[config.mk]
export PLATFORM = sky130hd
export DESIGN_NAME = stereo_out_sequencer
export DESIGN_NICKNAME = d
export VERILOG_FILES = /design/src/rtl/fm_radio_pkg.sv /design/src/rtl/skew_watchdog.sv /design/src/rtl/stereo_out_sequencer.sv
export SDC_FILE = /design/constraint.sdc
export NUM_CORES = 1
export LEC_CHECK = 0
export ABC_AREA = 1
export CELL_PAD_IN_SITES_DETAIL_PLACEMENT = 0
export CELL_PAD_IN_SITES_GLOBAL_PLACEMENT = 1
export CORE_ASPECT_RATIO = 0.7
export CORE_MARGIN = 8
export CORE_UTILIZATION = 31
export DETAILED_ROUTE_END_ITERATION = 8
export PLACE_DENSITY = 0.79
export SLEW_MARGIN = 0
export SYNTH_ARGS = -nofsm -noshare
export SYNTH_HDL_FRONTEND = slang
export SYNTH_SLANG_ARGS = --single-unit
[constraint.sdc]
create_clock -name clock -period 1.3 [get_ports clock]
set_input_delay 0.195 -clock clock [delete_from_list [all_inputs] [get_ports clock]]
set_output_delay 0.195 -clock clock [all_outputs]
set_load 0.02 [all_outputs]
[src/rtl/fm_radio_pkg.sv]
// Shared definitions for the FM radio audio path: sample width default and
// the stereo output sequencer state encoding.
package fm_radio_pkg;

  localparam int DATA_SIZE_DEFAULT = 32;

  typedef logic [2:0] seq_state_t;

  localparam seq_state_t ST_IDLE      = 3'd0;
  localparam seq_state_t ST_WAIT_PAIR = 3'd1;
  localparam seq_state_t ST_WRITE_L   = 3'd2;
  localparam seq_state_t ST_WRITE_R   = 3'd3;
  localparam seq_state_t ST_DONE      = 3'd4;

  function automatic logic state_is_busy(input seq_state_t s);
    return (s == ST_WAIT_PAIR) || (s == ST_WRITE_L) || (s == ST_WRITE_R);
  endfunction

endpackage

[src/rtl/skew_watchdog.sv]
// Counts consecutive enabled cycles where only one channel FIFO has data and
// raises a sticky error once the run of one-sided cycles reaches LIMIT.
module skew_watchdog #(
  parameter int LIMIT = 64
) (
  input  logic clock,
  input  logic reset,
  input  logic enable,
  input  logic one_sided,
  input  logic clear,
  output logic err
);

  localparam int CW = $clog2(LIMIT + 1);

  logic [CW-1:0] count_reg;
  logic          err_reg;

  always_ff @(posedge clock or negedge reset) begin
    if (!reset) begin
      count_reg <= '0;
      err_reg   <= 1'b0;
    end else if (clear) begin
      count_reg <= '0;
      err_reg   <= 1'b0;
    end else if (enable && one_sided) begin
      // Saturate so a long stall cannot wrap back below the limit.
      if (count_reg != CW'(LIMIT)) count_reg <= count_reg + 1'b1;
      if (count_reg == CW'(LIMIT - 1)) err_reg <= 1'b1;
    end else begin
      count_reg <= '0;
    end
  end

  assign err = err_reg;

endmodule

[src/rtl/stereo_out_sequencer.sv]
// Pops matched left/right samples from two FWFT FIFOs and writes them
// interleaved (L then R) into a downstream FIFO for NUM_PAIRS pairs per run.
module stereo_out_sequencer
  import fm_radio_pkg::*;
#(
  parameter int DATA_SIZE  = DATA_SIZE_DEFAULT,
  parameter int NUM_PAIRS  = 1000,
  parameter int SKEW_LIMIT = 64,
  localparam int PC_W      = $clog2(NUM_PAIRS + 1)
) (
  input  logic                        clock,
  input  logic                        reset,
  input  logic                        start,
  input  logic                        left_empty,
  input  logic                        right_empty,
  input  logic signed [DATA_SIZE-1:0] left_dout,
  input  logic signed [DATA_SIZE-1:0] right_dout,
  output logic                        left_rd_en,
  output logic                        right_rd_en,
  input  logic                        out_full,
  output logic                        out_wr_en,
  output logic signed [DATA_SIZE-1:0] out_din,
  output logic                        out_is_right,
  output logic                        busy,
  output logic                        done,
  output logic                        skew_err,
  output logic [PC_W-1:0]             pair_count
);

  seq_state_t                  state_reg, state_next;
  logic signed [DATA_SIZE-1:0] left_reg, right_reg;
  logic [PC_W-1:0]             count_reg;

  logic start_ok, pair_ready, write_ok, last_pair;

  assign start_ok   = start && ((state_reg == ST_IDLE) || (state_reg == ST_DONE));
  assign pair_ready = (state_reg == ST_WAIT_PAIR) && !left_empty && !right_empty;
  assign write_ok   = ((state_reg == ST_WRITE_L) || (state_reg == ST_WRITE_R)) && !out_full;
  assign last_pair  = (count_reg == PC_W'(NUM_PAIRS - 1));

  always_comb begin
    state_next = state_reg;
    case (state_reg)
      ST_IDLE, ST_DONE: if (start) state_next = ST_WAIT_PAIR;
      ST_WAIT_PAIR:     if (pair_ready) state_next = ST_WRITE_L;
      ST_WRITE_L:       if (!out_full) state_next = ST_WRITE_R;
      ST_WRITE_R:       if (!out_full) state_next = last_pair ? ST_DONE : ST_WAIT_PAIR;
      default:          state_next = ST_IDLE;
    endcase
  end

  always_ff @(posedge clock or negedge reset) begin
    if (!reset) begin
      state_reg <= ST_IDLE;
      left_reg  <= '0;
      right_reg <= '0;
      count_reg <= '0;
    end else begin
      state_reg <= state_next;
      if (pair_ready) begin
        left_reg  <= left_dout;
        right_reg <= right_dout;
      end
      if (start_ok) count_reg <= '0;
      else if (write_ok && (state_reg == ST_WRITE_R)) count_reg <= count_reg + 1'b1;
    end
  end

  // Strobes are decoded from state and live flags so a write can never
  // land in a cycle where the downstream FIFO reports full.
  assign left_rd_en  = pair_ready;
  assign right_rd_en = pair_ready;
  assign out_wr_en   = write_ok;

  always_comb begin
    out_din      = '0;
    out_is_right = 1'b0;
    case (state_reg)
      ST_WRITE_L: out_din = left_reg;
      ST_WRITE_R: begin
        out_din      = right_reg;
        out_is_right = 1'b1;
      end
      default: ;
    endcase
  end

  assign busy       = state_is_busy(state_reg);
  assign done       = (state_reg == ST_DONE);
  assign pair_count = count_reg;

  skew_watchdog #(
    .LIMIT(SKEW_LIMIT)
  ) u_skew_watchdog (
    .clock    (clock),
    .reset    (reset),
    .enable   (state_reg == ST_WAIT_PAIR),
    .one_sided(left_empty ^ right_empty),
    .clear    (start_ok),
    .err      (skew_err)
  );

endmodule

======== After elaboration in Yosys (flattened, before gate mapping) ========
Cells that the tools add are included.
storage, ports and cells
  register bits after elaboration ......... 85
  output and inout port bits .............. 49
operators by class
  add/subtract/negate cells ............... 2
  equality and inequality tests ........... 12
  multiplexer cells ....................... 16
  bitwise gates (word level) .............. 1
  reductions and logical operators ........ 20
operators with widths
  kind                     number
  $pmux W32 S2             1
  $mux W7                  3
  $mux W10                 2
  $mux W3                  5
  $pmux W3 S4              1
  $add A10 B1 Y10 const B  1
  $eq A10 B10 Y1 const B   1
  $ne A2 B2 Y1 const B     4
  $add A7 B1 Y7 const B    1
  $eq A7 B6 Y1 const B     1
  $ne A7 B7 Y1 const B     1
  $eq A3 B2 Y1 const B     2
  $logic_and A1 B1 Y1      6
  $reduce_bool A2 Y1       3
  $logic_or A1 B1 Y1       4
  $mux W1                  4
  $reduce_and A4 Y1        1
  $eq A3 B1 Y1 const B     1
  $eq A3 B3 Y1 const B     1
  $logic_not A1 Y1         3
  $logic_not A3 Y1         1
  $ne A3 B3 Y1 const B     1
  $reduce_and A2 Y1        1
  $reduce_or A2 Y1         1
  $xor A1 B1 Y1            1

======== Depth between registers and ports, before layout ========
Gate-level depths: netlist of the first run.
  word-level depth ........................ 6
  mapped depth ............................ 8

======== Cells and area by module ========
From an unflattened synthesis of the first run, not the netlist that was laid out.
unflattened totals
  cells, all modules ...................... 566
  area total of the unflattened synthesis .. 4257.8 sq um
modules (own cells, without submodules)
  module                times used  cells each  area an instance (sq um)  sequential area each (sq um)
  stereo_out_sequencer  1           501         3792.4                    1926.8
  skew_watchdog         1           65          465.4                     200.2

======== Least setup slack after synthesis of the first run ========
No wires, ideal clock.
  path type ............................... register to output
  start ................................... register state_reg[2]
  end ..................................... output out_din[0]
  arrival time ............................ 1.276 ns
  data required time ...................... 1.105 ns
  path slack .............................. -0.171 ns
  cell stages (with the launch flop) ...... 4
  buffers on the path ..................... 1
  cell sequence ........................... dfrtp_1 > nor2_2 > clkbuf_1 > a32o_1
between the ends
  word-level cells in the longest chain between the ends .. 2
  elaborated cells on any way between the ends .. 3
RTL lines
  item                    line                        RTL
  start, declared         stereo_out_sequencer.sv:30  seq_state_t state_reg, state_next;
  start signal, assigned  stereo_out_sequencer.sv:59  state_reg <= state_next;
  $eq A3 B2 Y1            stereo_out_sequencer.sv:78  case (state_reg)
  $pmux W32 S2 (*)        stereo_out_sequencer.sv:78
  end, declared           stereo_out_sequencer.sv:22  output logic signed [DATA_SIZE-1:0] out_din,
Mark *: on every way between the ends. The rest lies on a longest branch, timed or not.

======== Worst setup path in the final report of the first run ========
  start ................................... register state_reg[1]
  end ..................................... output left_rd_en
between the ends
  word-level cells in the longest chain between the ends .. 3
RTL lines
  item                              line                        RTL
  $eq A3 B1 Y1                      stereo_out_sequencer.sv:37  assign pair_ready = (state_reg == ST_WAIT_PAIR) && !left_empty && !right_empty;
  $logic_and A1 B1 Y1 (2 in a row)  stereo_out_sequencer.sv:37
  end, declared                     stereo_out_sequencer.sv:18  output logic left_rd_en,
No other way between the ends.

==> run metrics, run 1 <==
status=finished, violations left; violated checks=negative setup slack; post-synthesis simple-gate area fraction=28.8%; slowest CP cell=dfrtp_1; share of cells above drive strength 1=45.0%; Die Y=112 um; Area Growth Syn to Fin=82.9%; FMAX=557 MHz; RSZ-0062 raised after global routing=yes; Avg Cell Area, Syn=8.26 sq um; Placeable Area=13000 sq um; global-route wire length before repair=23.0 mm; crit-path leading delay family=buffers and inverters; clk_skew=8.34 ps; clk sinks=85; commonest non-fill, non-tap cell in the layout=nand2_1; DR WL/cell=17.9 um; clk root buf=clkbuf_16; post-route minimum period=1790 ps; pwr dens=2180 nW/um^2; CP Buf/Inv Count=4; Hold Path Class=input pin to asynchronous set/reset pin; metal2 WL=7.35 mm; M1 wire length=6.89 mm; ant diodes=0; highest metal used=met4; Worst EP required=1110 ps; Synth Net Count=562; die area=17000 sq um; Clk pin slew, worst setup/hold paths=60 ps; Placement Cell Area=5740 sq um; combinational family with the most area after synthesis=simple AND/OR/NAND/NOR gates; Layout Nets=750; Final Slew Violations=0; fin crit share=138%; WP data arrival=1600 ps; Setup-failing EPs final=123; latest clock arrival within the worst-skew pair=340 ps; most frequent CP cell=buf_6; post-synthesis xor/xnor area fraction=0%; CTS Buf Count=9; row count=35; WL met3=706 um; clk buf depth=2; worst vdd ir=0.889 mV; GRT Total Usage=16.7%; routed vias=4141; synthesized flop and latch total=85; htree depth=3; Worst-Margin Slew=394 ps; adder-cell share of the synthesized area=0.929%; Final GP Congestion=0.834; grt total ovfl=0; # port buffers=118; die width=152 um; post-synthesis cell area=4040 sq um; critical-path cell list=buf_6 > nor3_4 > inv_2 > nor2_4 > buf_4 > buf_6; ANT nets after route=0; Slew HR=73.7%; HPWL Detailed=9.04 mm; vias per inst=4.88; Final Hold Viols=0; hold slack final=327 ps; crit path max fanout=4; most frequent cells in the layout=nand2_1 (134), dfrtp_1 (82), clkdlybuf4s50_1 (68); kind of critical path=flip-flop to output pin; CTS tree=built; mux contribution to synthesized area=0%; Netlist cell types=24; post-synthesis compound-gate area fraction=10.9%; Initial Util=31.2%; YS warnings=0; initial drt markers=247; largest net degree at the start of global routing=31; initial antenna violation count=0; Setup crit start kind=flip-flop; Max stage delay on crit path=430 ps; leak pwr=0.00366 uW; sequential cell area fraction in the yosys report=52.6%; IO Count=119; number of max-cap violations=0; Critical Path End Type=output pin; DR DRC count=0; drt pass-1 iters=4; Total Wirelength=15.2 mm; Synth Instances=489; vias in the first global route=4469; worst setup margin=-494 ps; Design Area, Final=7390 sq um
Yosys cell counts:
cell type	n	share of area, %
nand3_1	12	1.5
clkbuf_1	5	0.46
or2_2	1	0.15
o21ai_0	13	1.6
dfrtp_1	85	53
a21oi_1	9	1.1
nor3_2	1	0.25
inv_1	29	2.7
nand3_2	1	0.25
nor4_1	1	0.15
buf_6	5	1.4
nor2_2	1	0.15
inv_2	3	0.28
a22o_1	1	0.22
nor3_1	3	0.37
a32o_1	32	7.9
ha_1	3	0.93
nand4_1	10	1.5
buf_2	11	1.4
nor2_4	1	0.28
nor2_1	23	2.1
buf_4	3	0.56
nand2_1	234	22
nand2_2	2	0.31
per-stage QoR:
step	instances	setup WS (ps)	util, %	power [uW]	TNS (ps)
floorplan	489	-25.9	-	7480	-210
global placement	793	-630	44.2	10000	-58210
detailed placement	793	-662	44.2	10200	-61700
CTS	834	-489	51.5	14700	-47190
global route	848	-556	57.0	17000	-57100
finish	848	-494	57.0	16100	-49520
where the power goes:
part | internal, uW | switching [uW]
clock network | 1940 | 1080
logic | 4400 | 4090
registers | 3690 | 951
total | 10000 | 6110
what timing repair did:
action                                 CTS  global route
setup endpoints to repair              134           128
resized for setup                      289           181
cloned                                  11             6
hold buffers                             1             0
pin swaps                               13            25
endpoints found under the hold margin   22             0
buffers inserted                        13            15
layer usage:
metal | vias to the layer above | global-route usage (%)
met5 | - | 0
met4 | 0 | 5.06
met1 | 2034 | 21.4
met2 | 111 | 27.6
li1 | 1978 | -
met3 | 18 | 3.99
worst paths after layout:
kind / startpoint / end / slack (ps) / cells after the start
setup / recovery: state_reg[1] / left_rd_en / -490 / 6
min in group clock: right_dout[15] / right_reg[15] / 390 / 3
hold reg to reg: left_reg[24] / left_reg[24] / 490 / 2
setup reg to reg: state_reg[1] / right_reg[19] / -490 / 10
max in group asynchronous: reset / right_reg[23] / 450 / 3
hold / removal: reset / u_skew_watchdog.count_reg[5] / 330 / 2
layout make-up:
cell class | count | area (sq um)
Fill cell | 1136 | 5570
Timing Repair Buffer | 200 | 2350
Multi-Input combinational cell | 349 | 2210
Sequential cell | 85 | 2130
Clock buffer | 11 | 243
Tap cell | 166 | 208
Inverter | 32 | 143
Clock inverter | 5 | 108
kinds of logic (layout without fill, tap and decap cells):
kind of cell | Yosys count | after routing
buffers and inverters | 56 | 248
adder cells (fa/ha/maj) | 3 | 3
AO/OA/AOI/OAI | 55 | 55
AND/OR/NAND/NOR | 290 | 291
flip-flops | 85 | 85
Note: power is estimated with default switching activity, not from simulation.
==> inputs of run 2 (changes only) <==
Settings changed: CORE_MARGIN 8 to 2.
==> run metrics, run 2 (synthesis gave the netlist of run 1 again) <==
most frequent CP cell=buf_6; crit path max fanout=5 (+1); clk_skew=5.52 ps (-2.81 ps); WP data arrival=1580 ps (-20 ps); Setup crit start kind=flip-flop; Logic pwr share=52.1% (-0.5 points); vias per inst=4.83 (-1.2%); part of the power in registers=29.8% (+1.1 points); post-route minimum period=1780 ps (-17.7 ps); global-route wire length before repair=20.1 mm (-12%); switching power=5450 uW (-11%); most frequent cells in the layout=nand2_1 (218), dfrtp_1 (80), clkdlybuf4s50_1 (68); Initial Util=32.1% (+0.92 points); IO Count=119 (unchanged); status=finished, violations left; HPWL Detailed=8.25 mm (-8.7%); DR WL/cell=16.3 um (-8.9%); ANT nets after route=0 (unchanged); CTS Buf Count=9 (unchanged); initial antenna violation count=0 (unchanged); slowest CP cell=dfrtp_2; Placeable Area=12600 sq um (-2.9%); Worst-Margin Slew=335 ps (-59.4 ps); number of max-cap violations=0 (unchanged); Area Growth Syn to Fin=69.8%; routed vias=4044 (-2.3%); DR DRC count=0 (unchanged); worst vdd ir=0.965 mV (+8.5%); CTS tree=built; vias in the first global route=3972 (-11%); share of cells above drive strength 1=33.0% (-12 points); dpl ws=-702 ps (-39.3 ps); clk root buf=clkbuf_16; Total Wirelength=13.7 mm (-10%); RSZ-0062 raised after global routing=yes; CP Buf/Inv Count=4 (unchanged); Clock Power Share=18.1% (-0.6 points); kind of critical path=flip-flop to output pin; Slew HR=77.5% (+3.8 points); fin crit share=137% (-1.4 points); commonest non-fill, non-tap cell in the layout=nand2_1; Hold Path Class=input pin to asynchronous set/reset pin; Max stage delay on crit path=440 ps (about the same); hold slack final=287 ps (-39.9 ps); Clk pin slew, worst setup/hold paths=70 ps (about the same); Worst EP required=1110 ps (about the same); die area=14000 sq um (-18%); largest net degree at the start of global routing=49 (+58%); Setup-failing EPs final=122 (-0.81%); violated checks=negative setup slack; Final Slew Violations=0 (unchanged); leak pwr=0.00349 uW (-4.7%); worst setup margin=-476 ps (+17.7 ps); # port buffers=118 (unchanged); Switching Share=37.4% (-0.48 points); initial drt markers=249 (+0.81%); Layout Nets=744 (-0.80%); row count=34 (-2.9%); Final GP Congestion=0.838 (+0.41%); htree depth=3 (unchanged); clk sinks=85 (unchanged); Critical Path End Type=output pin; Int Power=9130 uW (-9.0%); Die Y=99.5 um (-11%); grt total ovfl=0 (unchanged); Fill cells=1114 (-1.9%); drt pass-1 iters=4 (unchanged); FMAX=563 MHz (+1.0%); GRT Total Usage=18.2% (+1.5 points); clk buf depth=2 (unchanged); total power=14600 uW (-9.7%); crit-path leading delay family=buffers and inverters; die width=140 um (-7.9%); ant diodes=0 (unchanged); Final Hold Viols=0 (unchanged); latest clock arrival within the worst-skew pair=330 ps (about the same); critical-path cell list=inv_2 > nor2_4 > buf_6 > buf_12 > a32o_2 > buf_6; pwr dens=2120 nW/um^2 (-2.8%)
[run 2: changes by cell type in the layout (fill, tap and decap cells not counted), sizes merged]
| cell | before | now |
|---|---|---|
| clkdlybuf4s15 | 3 | 4 |
| clkinv | 3 | 1 |
| inv | 31 | 33 |
| nand2 | 237 | 236 |
| bufinv | 3 | 1 |
| buf | 114 | 110 |
| dlygate4sd2 | 3 | 2 |
| clkinvlp | 0 | 3 |
| clkbuf | 22 | 20 |
[run 2: cell type report]
type | count | area [sq um] | share of cell area [%]
tap | 162 | 203 | 2.95
sequential | 85 | 2130 | 31.1
multi-input combinational | 348 | 1870 | 27.2
clock inverter | 6 | 70.1 | 1.02
clock buffer | 10 | 239 | 3.48
inverter | 32 | 146 | 2.13
timing repair buffer | 195 | 2200 | 32.1
[run 2: worst paths after layout]
kind	from	end	slack, ps	cells after the start
max	state_reg[1]	out_din[1]	-480	6
min	reset	right_reg[9]	290	2
max reg2reg	state_reg[0]	right_reg[10]	-420	10
min reg2reg	right_reg[30]	right_reg[30]	470	2
max in group asynchronous	reset	state_reg[1]	450	3
min in group clock	left_dout[27]	left_reg[27]	390	3
[run 2: power by group through the flow]
| stage | Sequential, uW | Combinational (uW) | Clock (uW) |
|---|---|---|---|
| after floorplan | 4280 | 3200 | 0 |
| after global placement | 4260 | 5860 | 0 |
| after detailed placement | 4320 | 5940 | 0 |
| after CTS | 4290 | 6790 | 2700 |
| after global routing | 4480 | 8190 | 2820 |
| final | 4340 | 7600 | 2640 |
[run 2: routing by layer]
layer | routed length, um | global-route usage (%) | vias up | part of all wire (%)
li1 | - | - | 1979 | -
met1 | 6370 | 24.3 | 1949 | 47
met2 | 6580 | 30.5 | 112 | 48
met3 | 646 | 4.04 | 4 | 4.7
met4 | 65 | 4.08 | 0 | 0.48
met5 | 0 | 0 | - | 0
[run 2: timing repair]
item | 4_1_cts | 5_1_grt
cloned | 3 | 11
resized for setup | 283 | 85
setup endpoints to repair | 134 | 129
setup buffers | 8 | 12
hold buffers | 1 | 0
endpoints found under the hold margin | 18 | 0
pin swaps | 12 | 26
[run 2: through the flow]
step                util (%)  TNS (ps)  cell area [sq um]  std cells
floorplan                  -      -210               4130        489
global route            54.5    -51900               6860        838
detailed placement      45.7    -67000               5750        790
global placement        45.7    -64810               5750        790
finish                  54.5    -43640               6860        838
CTS                     50.3    -47660               6340        818
==> RTL edit: new RTL, flow settings as in run 2 <==
`DATA_SIZE_DEFAULT`: 32 -> 64.
--- a/src/rtl/fm_radio_pkg.sv
+++ b/src/rtl/fm_radio_pkg.sv
@@ -4,3 +4,3 @@
 
-  localparam int DATA_SIZE_DEFAULT = 32;
+  localparam int DATA_SIZE_DEFAULT = 64;
 
Interface: changed (resized left_dout, out_din and right_dout); port bits go from 119 to 215. No check against the original RTL was run, so the function may have changed too.
==> RTL edit against run 2 <==
  * The flow still finishes with violations (negative setup slack)
  * Setup slack got worse by 120 ps
  * Final area increased by 56%
  * Sequential cell count increased by 64
  * Core utilization decreased by 5.0 points
  * Non-clock buffer count increased by 96
  * Synthesized area increased by 70%
  * Routed wire length increased by 63%
  * Critical path depth increased by 1
  * Total power increased by 67%
  * Critical path type unchanged
  * Critical endpoint is now out_din[17]
  * Largest power group unchanged
==> RTL edit: results (changes against run 2) <==
stage,metric,value,unit,change
run_status,run status,finished with violations,,unchanged
run_status,failing checks,negative setup slack,,unchanged
timing,worst-margin pin slew,348.4,ps,was 334.8 ps
grt,largest net degree at the start of global routing,45,,was 49
timing,worst-case clock skew,10.44,ps,was 5.523 ps
power,Max VDD drop,0.9021,mV,was 0.9648 mV
power,Switching Fraction,37.83,%,was 37.37%
setup_path,r2r endpoint,left_reg[61],,was right_reg[10]
detailed_routing,vias per cell,4.722,,was 4.826
detailed_routing,1st-pass router iterations,6,,was 4
cts,Num CTS Buffers,17,,was 9
setup_path,Worst Path Max Fanout,8,,was 5
setup_path,CP max stage delay,370,ps,was 440 ps
synth,syn_nets,943,,was 562
place,port bufs,214,,was 118
cells_and_area,fill count,2053,,was 1114
cells_and_area,nets,1203,,was 744
cts,H-tree Lvls,4,,was 3
synth,syn avg cell area,8.502,um^2,was 8.265 um^2
place,Placer Congestion,0.8099,,was 0.8377
timing,final setup TNS,-108470,ps,was -43640 ps
timing,Final setup viols,229,,was 122
timing,Final WS setup,-599.6,ps,was -476.3 ps
synth,Commonest cells post-synth,"nand2_1, dfrtp_1, a32o_1",,unchanged
detailed_routing,Routed WL,22300,um,was 13660 um
setup_path,Worst path slowest cell,dfrtp_1,,was dfrtp_2
==> RTL edit: logic make-up (layout without fill, tap and decap cells) <==
family | after synthesis | count (layout) | share of synthesized area [%]
adder cells (fa/ha/maj) | 3 | 3 | 0.5478
AND/OR/NAND/NOR | 482 | 482 | 27.35
AO/OA/AOI/OAI | 85 | 85 | 10.88
flip-flops | 149 | 149 | 54.41
buffers and inverters | 87 | 360 | 6.810
==> RTL edit: stage by stage <==
step	hold slack, ps	instance area [um^2]
finish	230.3	10740
global route	228.5	10740
CTS	216.2	10470
floorplan	-100.6	7029
global placement	109.2	9801
detailed placement	110.3	9801
==> RTL edit: final cells by class <==
| class | count | share of cell area, % |
|---|---|---|
| repair buffers | 291 | 29.08 |
| clock inverters | 14 | 1.538 |
| clock buffers | 18 | 4.090 |
| multi-input cells | 570 | 25.77 |
| repair inverters | 1 | 0.08157 |
| flip-flops and latches | 149 | 34.77 |
| inverters | 36 | 1.375 |
| well taps | 282 | 3.286 |
==> RTL edit: timing repair <==
item                                   CTS  global route
gates resized for setup                378            31
endpoints found under the hold margin   38             0
pin swaps                                3             8
setup buffers                            7             3
hold buffers                             1             0
setup endpoints to repair              230           230
gates cloned                             1            11
==> RTL edit: metal layers <==
| layer | vias to the layer above | share of wire (%) |
|---|---|---|
| li1 | 3139 | - |
| met1 | 3062 | 49 |
| met2 | 211 | 43 |
| met3 | 15 | 6.7 |
| met4 | 0 | 0.90 |
| met5 | - | 0 |
==> RTL edit: worst max path at each step <==
stage	start	to	slack (ps)	cells past startpoint
final	state_reg[0]	out_din[17]	-600	7
after detailed placement	right_empty	right_rd_en	-740	4
after floorplan	state_reg[1]	right_rd_en	-90	5
after CTS	state_reg[0]	out_din[32]	-690	8
after global placement	right_empty	right_rd_en	-740	4
after global routing	state_reg[0]	out_din[17]	-680	7
==> RTL edit: power by group through the flow <==
stage / Combinational, uW / Clock [uW] / Sequential, uW
after floorplan: 5890 / 0 / 7550
after global placement: 10200 / 0 / 7700
after global routing: 12400 / 5440 / 7950
final: 11500 / 5090 / 7710
after detailed placement: 10300 / 0 / 7740
after CTS: 10600 / 5230 / 7680
